==> src/rtl/pipe_stall_ctrl_pkg.sv <==
// Shared types and constants for the pipeline hazard/stall sequencer.
// Optional stall counter is enabled by PIPE_STALL_PERF_EN.
package pipe_stall_ctrl_pkg;

    localparam int unsigned REG_W_DEF = 5;
    localparam logic [REG_W_DEF-1:0] ZERO_REG = '0;

    typedef enum logic [1:0] {
        ST_IDLE   = 2'd0,
        ST_MISS   = 2'd1,
        ST_REFILL = 2'd2
    } mem_state_e;

endpackage

==> src/rtl/pipe_stall_ctrl_hazard_detect.sv <==
// Combinational load-use hazard compare between the EX load and the ID instruction.
// Register 0 is hard-wired, so a load targeting it never creates a hazard.
module hazard_detect
    import pipe_stall_ctrl_pkg::*;
#(
    parameter int unsigned REG_W = REG_W_DEF
) (
    input  logic [REG_W-1:0] id_rs_i,
    input  logic [REG_W-1:0] id_rt_i,
    input  logic             id_use_rt_i,
    input  logic             ex_memread_i,
    input  logic [REG_W-1:0] ex_rt_i,
    output logic             hz_o
);

    logic rs_match;
    logic rt_match;

    assign rs_match = (ex_rt_i == id_rs_i);
    assign rt_match = id_use_rt_i && (ex_rt_i == id_rt_i);
    assign hz_o     = ex_memread_i && (ex_rt_i != REG_W'(ZERO_REG)) && (rs_match || rt_match);

endmodule

==> src/rtl/pipe_stall_ctrl.sv <==
// Hazard and stall sequencer: load-use bubbles, branch flushes, data-cache miss freeze.
// Define PIPE_STALL_PERF_EN to build the saturating stall-cycle counter.
module pipe_stall_ctrl
    import pipe_stall_ctrl_pkg::*;
#(
    parameter int unsigned REG_W = REG_W_DEF,
    parameter int unsigned CNT_W = 32
) (
    input  logic             clk_i,
    input  logic             rst_i,
    input  logic             start_i,
    input  logic [REG_W-1:0] id_rs_i,
    input  logic [REG_W-1:0] id_rt_i,
    input  logic             id_use_rt_i,
    input  logic             ex_memread_i,
    input  logic [REG_W-1:0] ex_rt_i,
    input  logic             id_branch_taken_i,
    input  logic             mem_miss_i,
    input  logic             mem_ack_i,
    output logic             pcwrite_o,
    output logic             stall_o,
    output logic             ifid_write_o,
    output logic             ifid_flush_o,
    output logic             idex_bubble_o,
    output logic             mem_req_o,
    output logic [CNT_W-1:0] stall_cycles_o
);

    mem_state_e state_q;
    logic       hz;
    logic       freeze;

    hazard_detect #(
        .REG_W(REG_W)
    ) u_hazard_detect (
        .id_rs_i      (id_rs_i),
        .id_rt_i      (id_rt_i),
        .id_use_rt_i  (id_use_rt_i),
        .ex_memread_i (ex_memread_i),
        .ex_rt_i      (ex_rt_i),
        .hz_o         (hz)
    );

    always_ff @(posedge clk_i) begin
        if (rst_i) begin
            state_q <= ST_IDLE;
        end else begin
            unique case (state_q)
                ST_IDLE:   if (mem_miss_i) state_q <= ST_MISS;
                ST_MISS:   if (mem_ack_i)  state_q <= ST_REFILL;
                ST_REFILL: state_q <= ST_IDLE;
                default:   state_q <= ST_IDLE;
            endcase
        end
    end

    // The freeze starts in the very cycle the miss is reported, before the FSM leaves IDLE.
    assign freeze = ((state_q == ST_IDLE) && mem_miss_i) ||
                    (state_q == ST_MISS) || (state_q == ST_REFILL);

    always_comb begin
        pcwrite_o     = 1'b0;
        stall_o       = 1'b0;
        ifid_write_o  = 1'b0;
        ifid_flush_o  = 1'b0;
        idex_bubble_o = 1'b0;
        mem_req_o     = 1'b0;
        if (!rst_i) begin
            stall_o   = freeze;
            mem_req_o = (state_q == ST_MISS);
            if (freeze) begin
                pcwrite_o    = 1'b0;
            end else if (hz) begin
                idex_bubble_o = 1'b1;
            end else if (id_branch_taken_i) begin
                ifid_flush_o = 1'b1;
                pcwrite_o    = 1'b1;
                ifid_write_o = 1'b1;
            end else begin
                pcwrite_o    = 1'b1;
                ifid_write_o = 1'b1;
            end
            if (!start_i) begin
                pcwrite_o    = 1'b0;
                ifid_write_o = 1'b0;
            end
        end
    end

`ifdef PIPE_STALL_PERF_EN
    logic [CNT_W-1:0] cnt_q;

    always_ff @(posedge clk_i) begin
        if (rst_i) begin
            cnt_q <= '0;
        end else if ((freeze || hz) && (cnt_q != '1)) begin
            cnt_q <= cnt_q + CNT_W'(1);
        end
    end

    assign stall_cycles_o = rst_i ? '0 : cnt_q;
`else
    assign stall_cycles_o = '0;
`endif

endmodule

==> config.mk <==
export PLATFORM = sky130hd
export DESIGN_NAME = pipe_stall_ctrl
export DESIGN_NICKNAME = d
export VERILOG_FILES = /design/src/rtl/pipe_stall_ctrl_pkg.sv /design/src/rtl/pipe_stall_ctrl_hazard_detect.sv /design/src/rtl/pipe_stall_ctrl.sv
export SDC_FILE = /design/constraint.sdc
export NUM_CORES = 1
export LEC_CHECK = 0
export CAP_MARGIN = 10
export CORE_UTILIZATION = 25
export DETAILED_ROUTE_END_ITERATION = 12
export MAX_ROUTING_LAYER = met4
export PLACE_DENSITY = 0.74
export SYNTH_ARGS = -nofsm -noshare
export SYNTH_HDL_FRONTEND = slang
export SYNTH_HIERARCHICAL = 1
export SYNTH_SLANG_ARGS = --single-unit
==> constraint.sdc <==
create_clock -name clk_i -period 2.38 [get_ports clk_i]
set_input_delay 0.595 -clock clk_i [delete_from_list [all_inputs] [get_ports clk_i]]
set_output_delay 0.595 -clock clk_i [all_outputs]
set_load 0.05 [all_outputs]
==> flow_metrics.env <==
export IMPL_synthesis_yosys_warnings=6
export IMPL_timing_critical_path_from="ex_rt_i[4]"
export IMPL_critical_path_required_ps=1780
export IMPL_timing_final_hold_violations=0
export IMPL_vdd_ir_drop_max_mv=0.250
export IMPL_numPlacedInstances=126
export IMPL_cts_root_buffer_cell="sky130_fd_sc_hd__clkbuf_4"
export IMPL_synth_largest_type_area_fraction_pct=44.5
export IMPL_clk_transition_reported_paths_ps=30
export IMPL_fraction_of_final_layout_cells_with_drive_strength_greater_than_1_pct=31.1
export IMPL_dpl_cell_area_sq_um=836
export IMPL_pwr_density_cell_nw_per_um2=389
export IMPL_first_global_vias=437
export IMPL_cpMaxStageDelayCell="sky130_fd_sc_hd__or4_4"
export IMPL_yosys_register_bits=2
export IMPL_grt_usage_pct=10.5
export IMPL_area_growth_pct=60.0
export IMPL_hold_path_startpoint="state_q[1]"
export IMPL_antenna_violating_nets_post_route=0
export IMPL_grt_first_pass_wirelength_microns=1790
export IMPL_route_final_wire_length_microns=1180
export IMPL_final_max_slew_viol_count=0
export IMPL_grt_antenna_before_repair=0
export IMPL_layout_min_cycle_time_ps=2590
export IMPL_max_cap_viol_count=0
export IMPL_largest_net_degree_at_the_start_of_global_routing=7
export IMPL_r2r_path_start="state_q[0]"
export IMPL_clock_skew_final_ps=6.87
export IMPL_postSynthCellCount=67
export IMPL_worst_skew_pair_late_latency_ps=230
export IMPL_fmaxAchievable_mhz=386
export IMPL_hold_buffers=0
export IMPL_die_area_sq_um=2420
export IMPL_rr_worst_depth=3
export IMPL_mean_post_synth_cell_area_sq_um=8.31
export IMPL_status="complete, but fails checks"
export IMPL_failing_checks="negative setup slack"
export IMPL_min_delay_path_class="flip-flop to flip-flop"
export IMPL_numPortBuffers=28
export IMPL_fin_nets=128
export IMPL_setup_repair_after_global_routing_missed_its_margin="yes"
export IMPL_synth_cell_area_sq_um=557
export IMPL_design_area_sq_um=891
export IMPL_worst_setup_path_type="input port to output port"
export IMPL_effective_utilization_at_floorplan_pct=27.5
export IMPL_finalWorstSetupSlack_ps=-212
export IMPL_detailedPlacementHpwl_microns=1030
export IMPL_leakage_uw=0.000412
export IMPL_ios=61
export IMPL_die_y_microns=49.2
export IMPL_placement_rows=16
export IMPL_tns_ps=-824
export IMPL_path_cells="buf_6 > or4_4 > o21ai_4 > a21oi_4 > a2111oi_4 > buf_12"
export IMPL_critical_path_max_stage_delay_ps=540
export IMPL_cts_root_to_sink_buffers=2
export IMPL_synthDominantAreaCellType="sky130_fd_sc_hd__buf_4"
export IMPL_post_drt_wl_per_cell_microns=9.04
export IMPL_finalSetupViolations=4
export IMPL_tritoncts_num_buffers=3
export IMPL_antenna_cells=0
export IMPL_crit_path_start_kind="input port"
export IMPL_registers_top_by_ff_count="state_q"
export IMPL_synth_sequential_area_ratio_pct=7.19
export IMPL_finish_utilization_pct=44.1
export IMPL_fp_dieW_microns=49.2
export IMPL_ys_types=21
export IMPL_instances_no_fill=130
export IMPL_layout_cells_most_common_list="sky130_fd_sc_hd__conb_1 (32), sky130_fd_sc_hd__dlygate4sd2_1 (8), sky130_fd_sc_hd__clkdlybuf4s50_1 (7), sky130_fd_sc_hd__buf_4 (7), sky130_fd_sc_hd__xor2_1 (7)"
export IMPL_layout_worst_path_cycle_share_pct=109
export IMPL_tritoncts_clock_tree="yes"
export IMPL_largest_registers="state_q x2"
export IMPL_worst_ep_arrival_time_ps=2000
export IMPL_vias_post_dr=469
export IMPL_dpl_worst_slack_ps=-723
export IMPL_drtIter0Drc=1
export IMPL_ctsHtreeMaxLevel=1
export IMPL_drcViolationCount=0
export IMPL_core_area_sq_um=2020
export IMPL_highest_fanout_seen_on_the_critical_path=3
export IMPL_critPathCaptureType="output port"
export IMPL_max_ffs_per_register=2
export IMPL_global_route_overflow_total=0
export IMPL_via_per_instance_ratio=3.61
export IMPL_cts_sinks=2
export IMPL_layout_commonest_cell="sky130_fd_sc_hd__conb_1"
export IMPL_synth_top_cells_by_area="sky130_fd_sc_hd__buf_4 (44%), sky130_fd_sc_hd__xor2_1 (11%), sky130_fd_sc_hd__a2111oi_4 (9.9%), sky130_fd_sc_hd__dfxtp_1 (7.2%), sky130_fd_sc_hd__xnor2_1 (4.7%)"
export IMPL_dr_pass1_iters=2
export IMPL_gpl_final_weighted_congestion=0.676
export IMPL_min_path_cells=1
==> Yosys cell counts <==
library cell and instances:
sky130_fd_sc_hd__nor4_2 1, sky130_fd_sc_hd__a211oi_1 1, sky130_fd_sc_hd__nand2b_1 2, sky130_fd_sc_hd__and2_1 1
sky130_fd_sc_hd__xnor2_1 3, sky130_fd_sc_hd__or2b_1 1, sky130_fd_sc_hd__dfxtp_1 2, sky130_fd_sc_hd__conb_1 1
sky130_fd_sc_hd__and3b_1 1, sky130_fd_sc_hd__o21ai_1 1, sky130_fd_sc_hd__buf_4 33, sky130_fd_sc_hd__inv_1 2
sky130_fd_sc_hd__a21oi_1 2, sky130_fd_sc_hd__nand3_1 2, sky130_fd_sc_hd__a2111oi_4 2, sky130_fd_sc_hd__xor2_1 7
sky130_fd_sc_hd__or4_1 1, sky130_fd_sc_hd__nor3b_1 1, sky130_fd_sc_hd__nor3_1 1, sky130_fd_sc_hd__nand2_1 1
sky130_fd_sc_hd__or3_4 1
==> routing by layer <==
layer | global-route usage (%) | wire length, microns | vias up
li1 | - | - | 226
met1 | 10.1 | 386 | 199
met2 | 17.8 | 639 | 42
met3 | 4.36 | 130 | 2
met4 | 5.88 | 19 | 0
met5 | - | 0 | -
==> timing repair <==
item,in CTS,in global routing
setup endpoints to repair,4,4
setup buffers,1,1
gates resized for setup,46,1
gates cloned,0,0
pin swaps,15,1
==> area by class of cell <==
cell class / instances / area [sq um]
fill: 214 / 1130
multi-input combinational: 61 / 420
timing repair buffer: 35 / 367
sequential: 2 / 40.0
tap: 27 / 33.8
clock buffer: 3 / 22.5
inverter: 2 / 7.51
==> worst paths after layout <==
| kind | to | slack, ps |
|---|---|---|
| setup / recovery | ifid_flush_o | -210 |
| hold / removal | state_q[0] | 510 |
| setup reg to reg | state_q[1] | 1490 |
| hold reg to reg | state_q[0] | 510 |
==> power breakdown <==
part | internal [uW] | switching [uW]
registers | 35.7 | 1.90
clock network | 55.9 | 21.8
logic | 68.3 | 163
==> cells by family after synthesis <==
family | synth area share (%)
xor+xnor | 15.7
flops | 7.19
other cells | 0.674
compound gates | 13.9
buf+inv | 45.8
simple gates | 16.6
==> worst max-delay path, delay by kind of cell <==
| kind | cells | cell delay (ps) |
|---|---|---|
| AOI/OAI and AO/OA | 3 | 580 |
| buffers and inverters | 2 | 280 |
| and+or+nand+nor | 1 | 540 |
==> through the flow <==
stage          total power, uW  hold slack (ps)
2_1_floorplan              239              440
3_3_place_gp               265              463
3_5_place_dp               267              495
4_1_cts                    350              504
5_1_grt                    363              532
6_report                   346              505
Note: power is estimated with default switching activity, not from simulation.
